File: src/rtl/cor_result_fifo_pkg.sv
// Shared tracking-engine constants used by the coherent-sum path and the
// correlation result FIFO that buffers its output words.
package cor_result_fifo_pkg;

  // Width of one correlation result word (I/Q accumulators packed).
  localparam int TRK_COR_WIDTH       = 44;
  // Default result buffer depth as a power of two.
  localparam int TRK_FIFO_DEPTH_LOG2 = 3;

  // Legal bounds for the buffer depth exponent.
  localparam int TRK_FIFO_DEPTH_LOG2_MIN = 1;
  localparam int TRK_FIFO_DEPTH_LOG2_MAX = 6;

  function automatic int fifo_depth(input int depth_log2);
    return 1 << depth_log2;
  endfunction

endpackage

File: src/rtl/cor_result_fifo_if.sv
// Producer/consumer bundle for the correlation result FIFO. The master side
// (producer and consumer logic) drives requests; the slave side is the FIFO.
import cor_result_fifo_pkg::*;

// Handshake: wr_req is a request, accepted in the same cycle only when the FIFO
// is not full or a read is accepted alongside it; rd_req pops only when empty
// is low. Refused requests are dropped and latched as overflow/underflow.
interface cor_result_fifo_if #(
  parameter int DATA_WIDTH = TRK_COR_WIDTH,
  parameter int DEPTH_LOG2 = TRK_FIFO_DEPTH_LOG2
);
  logic                  flush;
  logic                  wr_req;
  logic [DATA_WIDTH-1:0] data_in;
  logic                  rd_req;
  logic [DATA_WIDTH-1:0] data_out;
  logic                  empty;
  logic                  full;
  logic                  almost_full;
  logic [DEPTH_LOG2:0]   data_cnt;
  logic                  err_clr;
  logic                  overflow;
  logic                  underflow;

  modport master (
    output flush, wr_req, data_in, rd_req, err_clr,
    input  data_out, empty, full, almost_full, data_cnt, overflow, underflow
  );

  modport slave (
    input  flush, wr_req, data_in, rd_req, err_clr,
    output data_out, empty, full, almost_full, data_cnt, overflow, underflow
  );
endinterface

File: src/rtl/fifo_mem_dp.sv
// Simple dual-port storage: one synchronous write port, one asynchronous read
// port, no reset so it maps onto distributed RAM.
module fifo_mem_dp #(
  parameter int DATA_WIDTH = 44,
  parameter int ADDR_WIDTH = 3
) (
  input  logic                  clk,
  input  logic                  we,
  input  logic [ADDR_WIDTH-1:0] waddr,
  input  logic [DATA_WIDTH-1:0] wdata,
  input  logic [ADDR_WIDTH-1:0] raddr,
  output logic [DATA_WIDTH-1:0] rdata
);

  localparam int DEPTH = 1 << ADDR_WIDTH;

  logic [DATA_WIDTH-1:0] mem [DEPTH];

  always_ff @(posedge clk) begin
    if (we) begin
      mem[waddr] <= wdata;
    end
  end

  assign rdata = mem[raddr];

endmodule

File: src/rtl/cor_result_fifo.sv
// Correlation result FIFO: pointer, count and sticky error logic around a
// dual-port memory, with registered or first-word-fall-through read data.
module cor_result_fifo
  import cor_result_fifo_pkg::*;
#(
  parameter int DATA_WIDTH  = TRK_COR_WIDTH,
  parameter int DEPTH_LOG2  = TRK_FIFO_DEPTH_LOG2,
  parameter int FWFT        = 0,
  parameter int AFULL_LEVEL = (1 << DEPTH_LOG2) - 2
) (
  input  logic            clk,
  input  logic            rst_b,
  cor_result_fifo_if.slave bus
);

  localparam int AW    = DEPTH_LOG2;
  localparam int CW    = DEPTH_LOG2 + 1;
  localparam int DEPTH = 1 << DEPTH_LOG2;

  localparam logic [CW-1:0] FULL_CNT  = CW'(DEPTH);
  localparam logic [CW-1:0] AFULL_CNT = CW'(AFULL_LEVEL);

  logic [AW-1:0]         wr_addr;
  logic [AW-1:0]         rd_addr;
  logic [CW-1:0]         cnt;
  logic [DATA_WIDTH-1:0] mem_rdata;
  logic                  wr_ok;
  logic                  rd_ok;
  logic                  ovf_q;
  logic                  unf_q;
  logic                  is_empty;
  logic                  is_full;

  assign is_empty = (cnt == '0);
  assign is_full  = (cnt == FULL_CNT);

  // Flush swallows both requests; a write into a full FIFO is only allowed
  // when the head is popped in the same cycle.
  assign rd_ok = bus.rd_req & ~is_empty & ~bus.flush;
  assign wr_ok = bus.wr_req & (~is_full | rd_ok) & ~bus.flush;

  always_ff @(posedge clk or negedge rst_b) begin
    if (!rst_b) begin
      wr_addr <= '0;
      rd_addr <= '0;
      cnt     <= '0;
      ovf_q   <= 1'b0;
      unf_q   <= 1'b0;
    end else if (bus.flush) begin
      wr_addr <= '0;
      rd_addr <= '0;
      cnt     <= '0;
    end else begin
      if (wr_ok) begin
        wr_addr <= wr_addr + 1'b1;
      end
      if (rd_ok) begin
        rd_addr <= rd_addr + 1'b1;
      end
      unique case ({wr_ok, rd_ok})
        2'b10:   cnt <= cnt + 1'b1;
        2'b01:   cnt <= cnt - 1'b1;
        default: cnt <= cnt;
      endcase
      // A new refusal wins over a clear arriving in the same cycle.
      if (bus.wr_req && !wr_ok) begin
        ovf_q <= 1'b1;
      end else if (bus.err_clr) begin
        ovf_q <= 1'b0;
      end
      if (bus.rd_req && !rd_ok) begin
        unf_q <= 1'b1;
      end else if (bus.err_clr) begin
        unf_q <= 1'b0;
      end
    end
  end

  fifo_mem_dp #(
    .DATA_WIDTH (DATA_WIDTH),
    .ADDR_WIDTH (AW)
  ) u_mem (
    .clk   (clk),
    .we    (wr_ok),
    .waddr (wr_addr),
    .wdata (bus.data_in),
    .raddr (rd_addr),
    .rdata (mem_rdata)
  );

  generate
    if (FWFT != 0) begin : g_fwft
      assign bus.data_out = mem_rdata;
    end else begin : g_reg
      logic [DATA_WIDTH-1:0] dout_q;

      always_ff @(posedge clk or negedge rst_b) begin
        if (!rst_b) begin
          dout_q <= '0;
        end else if (rd_ok) begin
          dout_q <= mem_rdata;
        end
      end

      assign bus.data_out = dout_q;
    end
  endgenerate

  assign bus.empty       = is_empty;
  assign bus.full        = is_full;
  assign bus.almost_full = (cnt >= AFULL_CNT);
  assign bus.data_cnt    = cnt;
  assign bus.overflow    = ovf_q;
  assign bus.underflow   = unf_q;

endmodule

File: src/flat_wrapper.sv
// flat-port wrapper written by rule: the top's interface ports become plain ports
module cor_result_fifo_flat import cor_result_fifo_pkg::*;
#(
  parameter int DATA_WIDTH  = TRK_COR_WIDTH,
  parameter int DEPTH_LOG2  = TRK_FIFO_DEPTH_LOG2,
  parameter int FWFT        = 0,
  parameter int AFULL_LEVEL = (1 << DEPTH_LOG2) - 2
)
  (clk, rst_b, bus_flush, bus_wr_req, bus_data_in, bus_rd_req, bus_err_clr, bus_data_out, bus_empty, bus_full, bus_almost_full, bus_data_cnt, bus_overflow, bus_underflow);
  cor_result_fifo_if #(.DATA_WIDTH(DATA_WIDTH), .DEPTH_LOG2(DEPTH_LOG2)) bus_i ();
  input  logic clk;
  input  logic rst_b;
  input wire logic [$bits(bus_i.flush)-1:0] bus_flush;
  input wire logic [$bits(bus_i.wr_req)-1:0] bus_wr_req;
  input wire logic [$bits(bus_i.data_in)-1:0] bus_data_in;
  input wire logic [$bits(bus_i.rd_req)-1:0] bus_rd_req;
  input wire logic [$bits(bus_i.err_clr)-1:0] bus_err_clr;
  output wire logic [$bits(bus_i.data_out)-1:0] bus_data_out;
  output wire logic [$bits(bus_i.empty)-1:0] bus_empty;
  output wire logic [$bits(bus_i.full)-1:0] bus_full;
  output wire logic [$bits(bus_i.almost_full)-1:0] bus_almost_full;
  output wire logic [$bits(bus_i.data_cnt)-1:0] bus_data_cnt;
  output wire logic [$bits(bus_i.overflow)-1:0] bus_overflow;
  output wire logic [$bits(bus_i.underflow)-1:0] bus_underflow;
  assign bus_i.flush = bus_flush;
  assign bus_i.wr_req = bus_wr_req;
  assign bus_i.data_in = bus_data_in;
  assign bus_i.rd_req = bus_rd_req;
  assign bus_i.err_clr = bus_err_clr;
  assign bus_data_out = bus_i.data_out;
  assign bus_empty = bus_i.empty;
  assign bus_full = bus_i.full;
  assign bus_almost_full = bus_i.almost_full;
  assign bus_data_cnt = bus_i.data_cnt;
  assign bus_overflow = bus_i.overflow;
  assign bus_underflow = bus_i.underflow;
  cor_result_fifo #(.DATA_WIDTH(DATA_WIDTH), .DEPTH_LOG2(DEPTH_LOG2), .FWFT(FWFT), .AFULL_LEVEL(AFULL_LEVEL)) u_core (.clk(clk), .rst_b(rst_b), .bus(bus_i));
endmodule
File: config.mk
export PLATFORM = sky130hd
export DESIGN_NAME = cor_result_fifo_flat
export DESIGN_NICKNAME = d
export VERILOG_FILES = /design/src/rtl/cor_result_fifo_pkg.sv /design/src/rtl/cor_result_fifo_if.sv /design/src/rtl/fifo_mem_dp.sv /design/src/rtl/cor_result_fifo.sv /design/src/flat_wrapper.sv
export SDC_FILE = /design/constraint.sdc
export NUM_CORES = 1
export LEC_CHECK = 0
export BUFFER_PORTS_ARGS = -buffer_cell sky130_fd_sc_hd__buf_2
export CAP_MARGIN = 20
export CORE_ASPECT_RATIO = 0.7
export CORE_UTILIZATION = 28
export CTS_BUF_LIST = sky130_fd_sc_hd__clkbuf_16
export DETAILED_ROUTE_END_ITERATION = 8
export PLACE_DENSITY_LB_ADDON = 0.2
export SYNTH_ARGS = -nofsm -noshare
export SYNTH_HDL_FRONTEND = slang
export SYNTH_SLANG_ARGS = --single-unit
File: constraint.sdc
create_clock -name clk -period 4.4 [get_ports clk]
set_input_delay 0.88 -clock clk [delete_from_list [all_inputs] [get_ports clk]]
set_output_delay 0.88 -clock clk [all_outputs]
set_load 0.05 [all_outputs]
==> flow_summary.yaml, run 1 <==
routing:
  dr.pass1.iters: 5
  num_vias: 7206
  wl_um: 32570
  drt_iter0_drc: 499
  ant_nets: 0
  viasPerCell: 4.437
  wl_per_cell_um: 20.06
  drc: 0
cells_and_area:
  final_cell_mix: "edfxtp_1, buf_2, mux4_2"
  area_growth_pct: 17.34
  multi_input_area_um2: 3373
  final_common_cell: "edfxtp_1"
  finalNetCount: 916
  drive_gt1_share_pct: 30.80
  ff_latch_area_um2: 11980
  num-fill-cells: 5183
grt:
  grt_max_degree: 89
  grt_pass1_wl_um: 49920
  antenna_found_initial: 2
  grt.overflow.total: 0
  track_usage_pct: 11.84
  grt_pass1_vias: 7619
placed_design:
  dpl.hpwl_um: 18470
  port_buffers: 102
  gp_congestion: 0.6901
pwr:
  clock_power_share_pct: 32.7
  p_sw_share_pct: 29.58
  pwr-share-comb_pct: 19.2
  peakVddDrop_uv: 366.9
  switching_power_mw: 2.860
  p_seq_share_pct: 48.1
  pwr_density_cell_nw_per_um2: 532.2
  power_mw: 9.669
  p_leak_nw: 5.866
  p_int_mw: 6.809
critical_path:
  critPathMaxFanout: 8
  critPathRequiredTime_ps: 3520
  worstRegToRegCells: 5
  startpoint_type: "flip-flop"
  rr_startpoint: "u_core.bus.data_cnt[1]"
  startpoint: "u_core.bus.data_cnt[1]"
  ff2ff_setup_slack_ps: 1780
  r2r-end: "u_core.u_mem.mem[3][42]"
  arrival_ps: 1990
  crit_type: "reg -> out"
  cp-end-kind: "primary output"
timing:
  maxSlewViolCount: 0
  worst_pin_slew_ps: 985.3
  fmax_ghz: 0.3480
  relSlewSlack_pct: 34.32
  period_minus_slack_ps: 2873
  finalHoldViolCount: 0
  setup_violations: 0
  tns_ps: 0
  fin_skew_ps: 17.79
  rsz0062_at_grt: "false"
  period_share_pct: 65.30
cts:
  cts_buffer_depth: 3
  htreeDepth: 2
  cts_setup_buffers: 0
  clk_transition_reported_paths_ps: 60
  cts.root.buffer_cell: "clkbuf_16"
  cts_tree: "done"
  postCtsHoldBufs: 0
  ctsResizeCount: 0
  clock_latency_ps: 540
  numCtsBuffers: 41
  cts.sinks: 408
flow_run:
  drv_cap: 0
floorplanning:
  die_y_um: 198.7
  die_x_um: 283.1
  coreArea_um2: 54190
  start_util_pct: 28.57
  io_pins: 103
  die_area_um2: 56260
  row_count: 71
logic_synthesis:
  synth_seq_cells: 408
  yosysUniqueCellTypes: 37
  synth_warnings: 0
  synth_area_per_cell_um2: 21.12
  syn_nets: 788
  syn_area_um2: 15480
  synth_cells: 733
  ys_seq_area_share_pct: 77.32
worst_hold_path:
  hp-class: "in -> async"
run_status:
  status: "complete, no violations"
-- cell families after synthesis --
kind of cell | synth area share (%)
buffers and inverters | 1.382
muxes | 15.89
xor gates and xnor gates | 0.2828
DFF | 77.32
and+or+nand+nor | 2.513
AOI/OAI and AO/OA | 2.158
adders and majority gates | 0.4525
-- stage by stage --
| stage | area, um2 | worst slack [ps] | instances | util (%) | hold slack (ps) |
|---|---|---|---|---|---|
| 4_1_cts | 18170 | 1463 | 1623 | 33.52 | 472.8 |
| 2_1_floorplan | 15490 | 391.1 | 733 | - | 537.8 |
| 6_report | 18170 | 1527 | 1624 | 33.53 | 457.5 |
| 3_5_place_dp | 16960 | 1078 | 1548 | 31.30 | 495.8 |
| 3_3_place_gp | 16960 | 1095 | 1548 | 31.30 | 466.2 |
| 5_1_grt | 18170 | 1397 | 1624 | 33.53 | 508.6 |
-- per-layer routing --
layer  GRT usage [%]  part of all wire (%)  vias up
li1                -                     -     3230
met1           16.75                    48     3791
met2           18.78                    46      133
met3           2.271                   4.0       50
met4           2.963                   1.9        2
met5               0                 0.040        -
-- cells in the mapped netlist --
| cell | count | area, um2 |
|---|---|---|
| mux4_1 | 2 | 52.55 |
| edfxtp_1 | 352 | 10570 |
| buf_2 | 17 | 85.08 |
| o211ai_1 | 1 | 7.510 |
| a21o_1 | 3 | 22.52 |
| clkbuf_1 | 13 | 48.80 |
| a22o_1 | 1 | 8.760 |
| or3_1 | 1 | 6.260 |
| dfrtp_1 | 56 | 1401 |
| o32ai_1 | 2 | 17.52 |
| nor4_2 | 1 | 12.51 |
| inv_1 | 3 | 11.26 |
| a21oi_1 | 46 | 230.2 |
| buf_1 | 1 | 3.750 |
| nand2b_1 | 8 | 50.05 |
| ha_1 | 4 | 50.05 |
| a21boi_0 | 1 | 7.510 |
| buf_12 | 1 | 20.02 |
| o31ai_1 | 1 | 7.510 |
| fa_1 | 1 | 20.02 |
| mux4_2 | 86 | 1937 |
| mux2_2 | 1 | 11.26 |
| xor2_1 | 4 | 35.03 |
| buf_6 | 4 | 45.04 |
| or3b_1 | 1 | 8.760 |
| mux2i_1 | 46 | 460.4 |
| nor2b_1 | 3 | 18.77 |
| nor3_1 | 4 | 20.02 |
| o21ai_4 | 1 | 16.27 |
| xnor2_1 | 1 | 8.760 |
| o21bai_1 | 1 | 7.510 |
| nand3b_1 | 4 | 30.03 |
| or4b_4 | 1 | 13.76 |
| and2b_1 | 1 | 7.510 |
| nand2_1 | 3 | 11.26 |
| nor2_1 | 56 | 210.2 |
| a221oi_1 | 1 | 8.760 |
-- sequential cells by signal (all words and copies together), names as in the netlist --
signal	cells
u_core.bus.data_cnt	4
u_core.bus.data_out	44
u_core.bus.overflow	1
u_core.bus.underflow	1
u_core.rd_addr	3
u_core.u_mem.mem	352
u_core.wr_addr	3
-- layout make-up --
class	instances	share of cell area (%)
Clock buffer	41	5.647
Multi-Input combinational cell	286	18.57
Antenna cell	1	0.01377
Inverter	3	0.06198
Clock inverter	34	0.9848
Tap cell	730	5.027
Timing Repair Buffer	121	3.746
Sequential cell	408	65.95
-- worst max-delay path: stages (launching register included) --
cell     delay, ps
dfrtp_1        500
nor4_2         600
buf_2          370
-- power by group through the flow --
stage | combinational, mW | clock (mW) | sequential [mW]
3_3_place_gp | 1.89 | 0 | 4.73
5_1_grt | 1.99 | 3.44 | 4.69
2_1_floorplan | 0.750 | 0 | 5.37
3_5_place_dp | 1.90 | 0 | 4.74
6_report | 1.86 | 3.16 | 4.65
4_1_cts | 1.90 | 3.30 | 4.66
-- worst max-delay path by stage --
stage	endpoint	slack, ps	depth (start not counted)
floorplan	u_core.u_mem.mem[7][0]	390	4
detailed placement	u_core.u_mem.mem[3][42]	1080	6
CTS	bus_empty	1460	2
global placement	u_core.u_mem.mem[3][42]	1090	6
finish	bus_empty	1530	2
global route	bus_empty	1400	2
Power figures use the tool's default switching activity.
==> inputs of run 2 (changes only) <==
==> constraint.sdc (replaced) <==
create_clock -name clk -period 2.6 [get_ports clk]
set_input_delay 0.52 -clock clk [delete_from_list [all_inputs] [get_ports clk]]
set_output_delay 0.52 -clock clk [all_outputs]
set_load 0.05 [all_outputs]
==> run 2 against run 1 <==
Effect of this change: the flow now finishes with violations (hold timing); clock-buffer cell count grew 2; power rose by 74%; setup slack got worse by 1400 ps; final area up 2.2%; first-iteration DRC count decreased by 27%; sequential power is 68% higher; critical path type unchanged; routed wire length is 3.4% higher; combinational power grew 76%.
==> flow_summary.yaml, run 2 (synthesized netlist as in run 1, its figures left out) <==
cells_and_area:
  final_cell_mix: "edfxtp_1, buf_2, mux4_2"
  num-fill-cells: 5144
  area_growth_pct: 19.93
  top_register: "u_core.u_mem.mem"
  antenna_cells: 0
  largest_register_ff_count: 352
  final_common_cell: "edfxtp_1"
  finalNetCount: 936
  drive_gt1_share_pct: 33.52
critical_path:
  startpoint_type: "flip-flop"
  crit_type: "reg -> out"
  critPathMaxStageDelay_ps: 600
  critPathMaxFanout: 8
  ff2ff_setup_slack_ps: 330
  critPathRequiredTime_ps: 2080
  arrival_ps: 2000
  critPathSlowestCell: "or4b_4"
  cp-end-kind: "primary output"
  cp_cell_sequence: "or4b_4 -> inv_1 -> clkbuf_4"
cts:
  cts_setup_buffers: 0
  clk_transition_reported_paths_ps: 70
  numCtsBuffers: 42
  cts_tree: "done"
  postCtsHoldBufs: 0
  clock_latency_ps: 560
  cts.root.buffer_cell: "clkbuf_16"
  cts.sinks: 408
  htreeDepth: 2
  cts_buffer_depth: 3
grt:
  grt_pass1_vias: 7638
  track_usage_pct: 12.23
  grt_pass1_wl_um: 50850
  grt_max_degree: 89
  grt.overflow.total: 0
  antenna_found_initial: 3
run_status:
  status: "finished with violations"
  violations: "hold timing"
floorplanning:
  die_area_um2: 56260
  row_count: 71
  die_y_um: 198.7
  die_x_um: 283.1
  io_pins: 103
  start_util_pct: 28.57
  coreArea_um2: 54190
routing:
  drc: 0
  num_vias: 7238
  wl_per_cell_um: 20.49
  ant_nets: 0
  dr.pass1.iters: 4
  viasPerCell: 4.405
  drt_iter0_drc: 366
  wl_um: 33670
flow_run:
  drv_cap: 0
placed_design:
  dpl.hpwl_um: 20020
  gp_congestion: 0.7039
  preCtsSetupSlack_ps: 182.2
  port_buffers: 102
timing:
  setup_violations: 0
  finalHoldViolCount: 6
  period_share_pct: 96.75
  fin_skew_ps: 15.30
  maxSlewViolCount: 0
  relSlewSlack_pct: 55.77
  rsz0062_at_grt: "false"
  worst_pin_slew_ps: 663.5
  period_minus_slack_ps: 2515
  fmax_ghz: 0.3976
  layout_setup_ws_ps: 84.61
  hold_ws_ps: -6.670
pwr:
  power_mw: 16.82
  pwr_density_cell_nw_per_um2: 905.9
  peakVddDrop_uv: 511.2
  p_leak_nw: 6.018
worst_hold_path:
  hp-class: "in -> async"
==> run 2: cell count changes in the layout (fill, tap and decap cells not counted), moves of 3 or more <==
cell / previous run / this run
buf_4: 18 / 27
dfrtp_1: 53 / 49
inv_1: 19 / 16
buf_12: 2 / 12
==> run 2: final cells by class <==
type | instances | area [um2] | area share, %
tap | 730 | 913.4 | 4.919
sequential | 408 | 11990 | 64.58
multi-input combinational | 286 | 3407 | 18.35
inverter | 3 | 11.26 | 0.06064
clock buffer | 43 | 1076 | 5.795
clock inverter | 33 | 217.7 | 1.172
timing repair buffer | 140 | 950.9 | 5.121
==> run 2: power breakdown <==
| part | internal, mW | leakage (nW) | switching, mW |
|---|---|---|---|
| registers | 7.57 | 3.80 | 0.262 |
| logic | 1.06 | 1.54 | 2.22 |
| clock network | 3.20 | 0.671 | 2.51 |
==> run 2: critical path: cells and delay by family (launching register included) <==
kind	cells	cell delay, ps
flip-flops	1	540
buffers and inverters	2	300
AND/OR/NAND/NOR	1	600
==> run 2: worst paths after layout <==
path,from,end,cells past startpoint
min reg2reg,u_core.bus.overflow,u_core.bus.overflow,2
min,rst_b,u_core.bus.data_out[14],1
max in group asynchronous,rst_b,u_core.bus.data_out[39],2
min in group clk,bus_data_in[35],u_core.u_mem.mem[4][35],1
max,u_core.bus.data_cnt[1],bus_full,3
max reg2reg,u_core.bus.data_cnt[1],u_core.u_mem.mem[5][15],5
==> run 2: metal layers <==
layer  global-route usage [%]  up-vias  wire, um
met4                    3.403        4       599
met1                    17.55     3773     16480
met5                        0        -        23
li1                         -     3284         -
met3                    2.695       46      1480
met2                    18.64      131     15090
==> run 2: metrics by stage <==
| step | TNS, ps | utilization [%] | area (um2) | cells | hold slack, ps |
|---|---|---|---|---|---|
| floorplan | -23440 | - | 15600 | 733 | 224.4 |
| global placement | 0 | 31.87 | 17270 | 1567 | 474.0 |
| detailed placement | 0 | 31.87 | 17270 | 1567 | 474.3 |
| CTS | 0 | 34.26 | 18570 | 1643 | 2.861 |
| global route | 0 | 34.27 | 18570 | 1643 | 31.31 |
| finish | 0 | 34.27 | 18570 | 1643 | -6.670 |
==> run 2: timing repair <==
item	4_1_cts	5_1_grt
resized for setup	0	1
hold endpoints to repair	0	0
endpoints found under the setup margin	0	1
==> inputs of run 3 (changes only) <==
--- a/config.mk
+++ b/config.mk
@@ -12,6 +12,7 @@
 export CTS_BUF_LIST = sky130_fd_sc_hd__clkbuf_16
 export DETAILED_ROUTE_END_ITERATION = 8
 export PLACE_DENSITY_LB_ADDON = 0.2
+export SETUP_SLACK_MARGIN = 0.5
 export SYNTH_ARGS = -nofsm -noshare
 export SYNTH_HDL_FRONTEND = slang
 export SYNTH_SLANG_ARGS = --single-unit
==> run 3 against run 2 <==
Effect of this change: the flow now finishes without violations; power is 2.9% higher; clock power is 4.0% higher; sequential cell count stayed put; critical path depth stayed put; cell count is 3.1% higher; die area stayed put; clock-buffer cell count stayed put; critical endpoint unchanged.
==> flow_summary.yaml, run 3 (synthesized netlist as in run 1, its figures left out) <==
timing:
  finalHoldViolCount: 0
  setup_violations: 0
  rsz0062_at_grt: "true"
  maxSlewViolCount: 0
  relSlewSlack_pct: 62.94
  layout_setup_ws_ps: 283.7
  period_minus_slack_ps: 2316
  fin_skew_ps: 20.61
  hold_ws_ps: 236.9
  worst_pin_slew_ps: 555.9
  period_share_pct: 89.09
  fmax_ghz: 0.4317
routing:
  num_vias: 7581
  viasPerCell: 4.475
  wl_per_cell_um: 21.82
  wl_um: 36970
  ant_nets: 0
  dr.pass1.iters: 4
  drt_iter0_drc: 490
  drc: 0
grt:
  grt_max_degree: 89
  grt_pass1_vias: 7895
  use_met2_pct: 19.69
  met1_usage_pct: 19.69
  grt.overflow.total: 0
  grt_pass1_wl_um: 54470
  met3_usage_pct: 2.683
  busiest_layer: "met1"
  antenna_found_initial: 3
  track_usage_pct: 13.14
placed_design:
  post_dp_cell_area_um2: 17340
  preCtsSetupSlack_ps: 164.9
  port_buffers: 102
  dpl.hpwl_um: 20220
  gp_congestion: 0.7186
critical_path:
  critPathMaxStageDelay_ps: 540
  rr_startpoint: "u_core.bus.data_cnt[3]"
  arrival_ps: 1800
  path_buf_inv: 2
  cp.depth: 3
  cp-end-kind: "primary output"
  critPathSlowestCell: "or4b_4"
  path_delay_family: "simple AND/OR/NAND/NOR gates"
  crit_type: "reg -> out"
  r2r-end: "u_core.u_mem.mem[5][25]"
  startpoint_type: "flip-flop"
  critPathMaxFanout: 2
  critPathRequiredTime_ps: 2080
  ff2ff_setup_slack_ps: 300
  cp_cell_sequence: "or4b_4 -> inv_2 -> buf_8"
  worstRegToRegCells: 8
cts:
  cts.sinks: 408
  cts_tree: "done"
  numCtsBuffers: 42
  htreeDepth: 2
  cts_buffer_depth: 3
  cts.root.buffer_cell: "clkbuf_16"
  clk_transition_reported_paths_ps: 60
  clock_latency_ps: 550
floorplanning:
  die_x_um: 283.1
  die_y_um: 198.7
  io_pins: 103
  die_area_um2: 56260
  row_count: 71
  coreArea_um2: 54190
  start_util_pct: 28.57
pwr:
  peakVddDrop_uv: 549.1
  power_mw: 17.31
  p_leak_nw: 6.523
  pwr_density_cell_nw_per_um2: 876.6
cells_and_area:
  final_common_cell: "edfxtp_1"
  finalNetCount: 985
  fin_area_um2: 19750
  final_cell_mix: "edfxtp_1, buf_2, mux4_2"
  drive_gt1_share_pct: 38.01
  area_growth_pct: 27.56
  largest_register_ff_count: 352
  top_register: "u_core.u_mem.mem"
  fin_util_pct: 36.45
  num-fill-cells: 5069
worst_hold_path:
  worstHoldStart: "bus_data_in[36]"
  hp-class: "in -> reg"
  whs_endpoint: "u_core.u_mem.mem[4][36]"
  worstHoldPathCells: 1
flow_run:
  drv_cap: 0
run_status:
  status: "complete, no violations"
## run 3: changes by cell type in the layout (fill, tap and decap cells not counted), sizes merged
cell and delta:
clkinvlp -3, dlygate4sd3 +1, diode +1, buf +43, clkbuf +5, bufinv +2, clkinv +2
## run 3: stage by stage
stage / TNS (ps) / cells
after CTS: 0 / 1684
after detailed placement: 0 / 1563
after floorplan: -25150 / 733
final: 0 / 1694
after global routing: 0 / 1693
after global placement: 0 / 1563
## run 3: area by class of cell
cell class / instances / area (um2) / share of cell area, %
Sequential cell: 408 / 11990 / 60.71
Multi-Input combinational cell: 286 / 3447 / 17.45
Timing Repair Buffer: 189 / 2028 / 10.27
Clock buffer: 43 / 1076 / 5.448
Tap cell: 730 / 913.4 / 4.624
Clock inverter: 34 / 282.8 / 1.432
Inverter: 3 / 11.26 / 0.05701
Antenna cell: 1 / 2.502 / 0.01267
## run 3: metal layers
| metal | vias up | wire [um] |
|---|---|---|
| li1 | 3400 | - |
| met1 | 3983 | 18490 |
| met2 | 151 | 16380 |
| met3 | 47 | 1596 |
| met4 | 0 | 506 |
| met5 | - | 0 |
## run 3: worst max path at each step
stage,from,endpoint
floorplan,u_core.bus.data_cnt[3],u_core.u_mem.mem[1][0]
global route,u_core.bus.data_cnt[3],u_core.u_mem.mem[5][25]
finish,u_core.bus.data_cnt[1],bus_full
detailed placement,bus_flush,u_core.u_mem.mem[1][32]
CTS,u_core.bus.data_cnt[0],bus_full
global placement,bus_flush,u_core.u_mem.mem[1][32]
## run 3: worst register-to-register path, delay by kind of cell, from the launching register on
family          cells  cell delay [ps]
simple gates        3              860
buf+inv             4              610
flops               1              440
compound gates      1               70
## run 3: power by group
| part | switching (mW) | total [mW] | internal [mW] |
|---|---|---|---|
| clock network | 2.52 | 5.94 | 3.42 |
| logic | 2.32 | 3.57 | 1.25 |
| registers | 0.245 | 7.81 | 7.57 |
## run 3: what timing repair did
item / 4_1_cts / 5_1_grt
setup buffers: 28 / 3
hold buffers: 1 / 0
hold endpoints to repair: 24 / 0
resized for setup: 53 / 17
gates cloned: 15 / 6
pin swaps: 8 / 3
endpoints found under the setup margin: 355 / 368
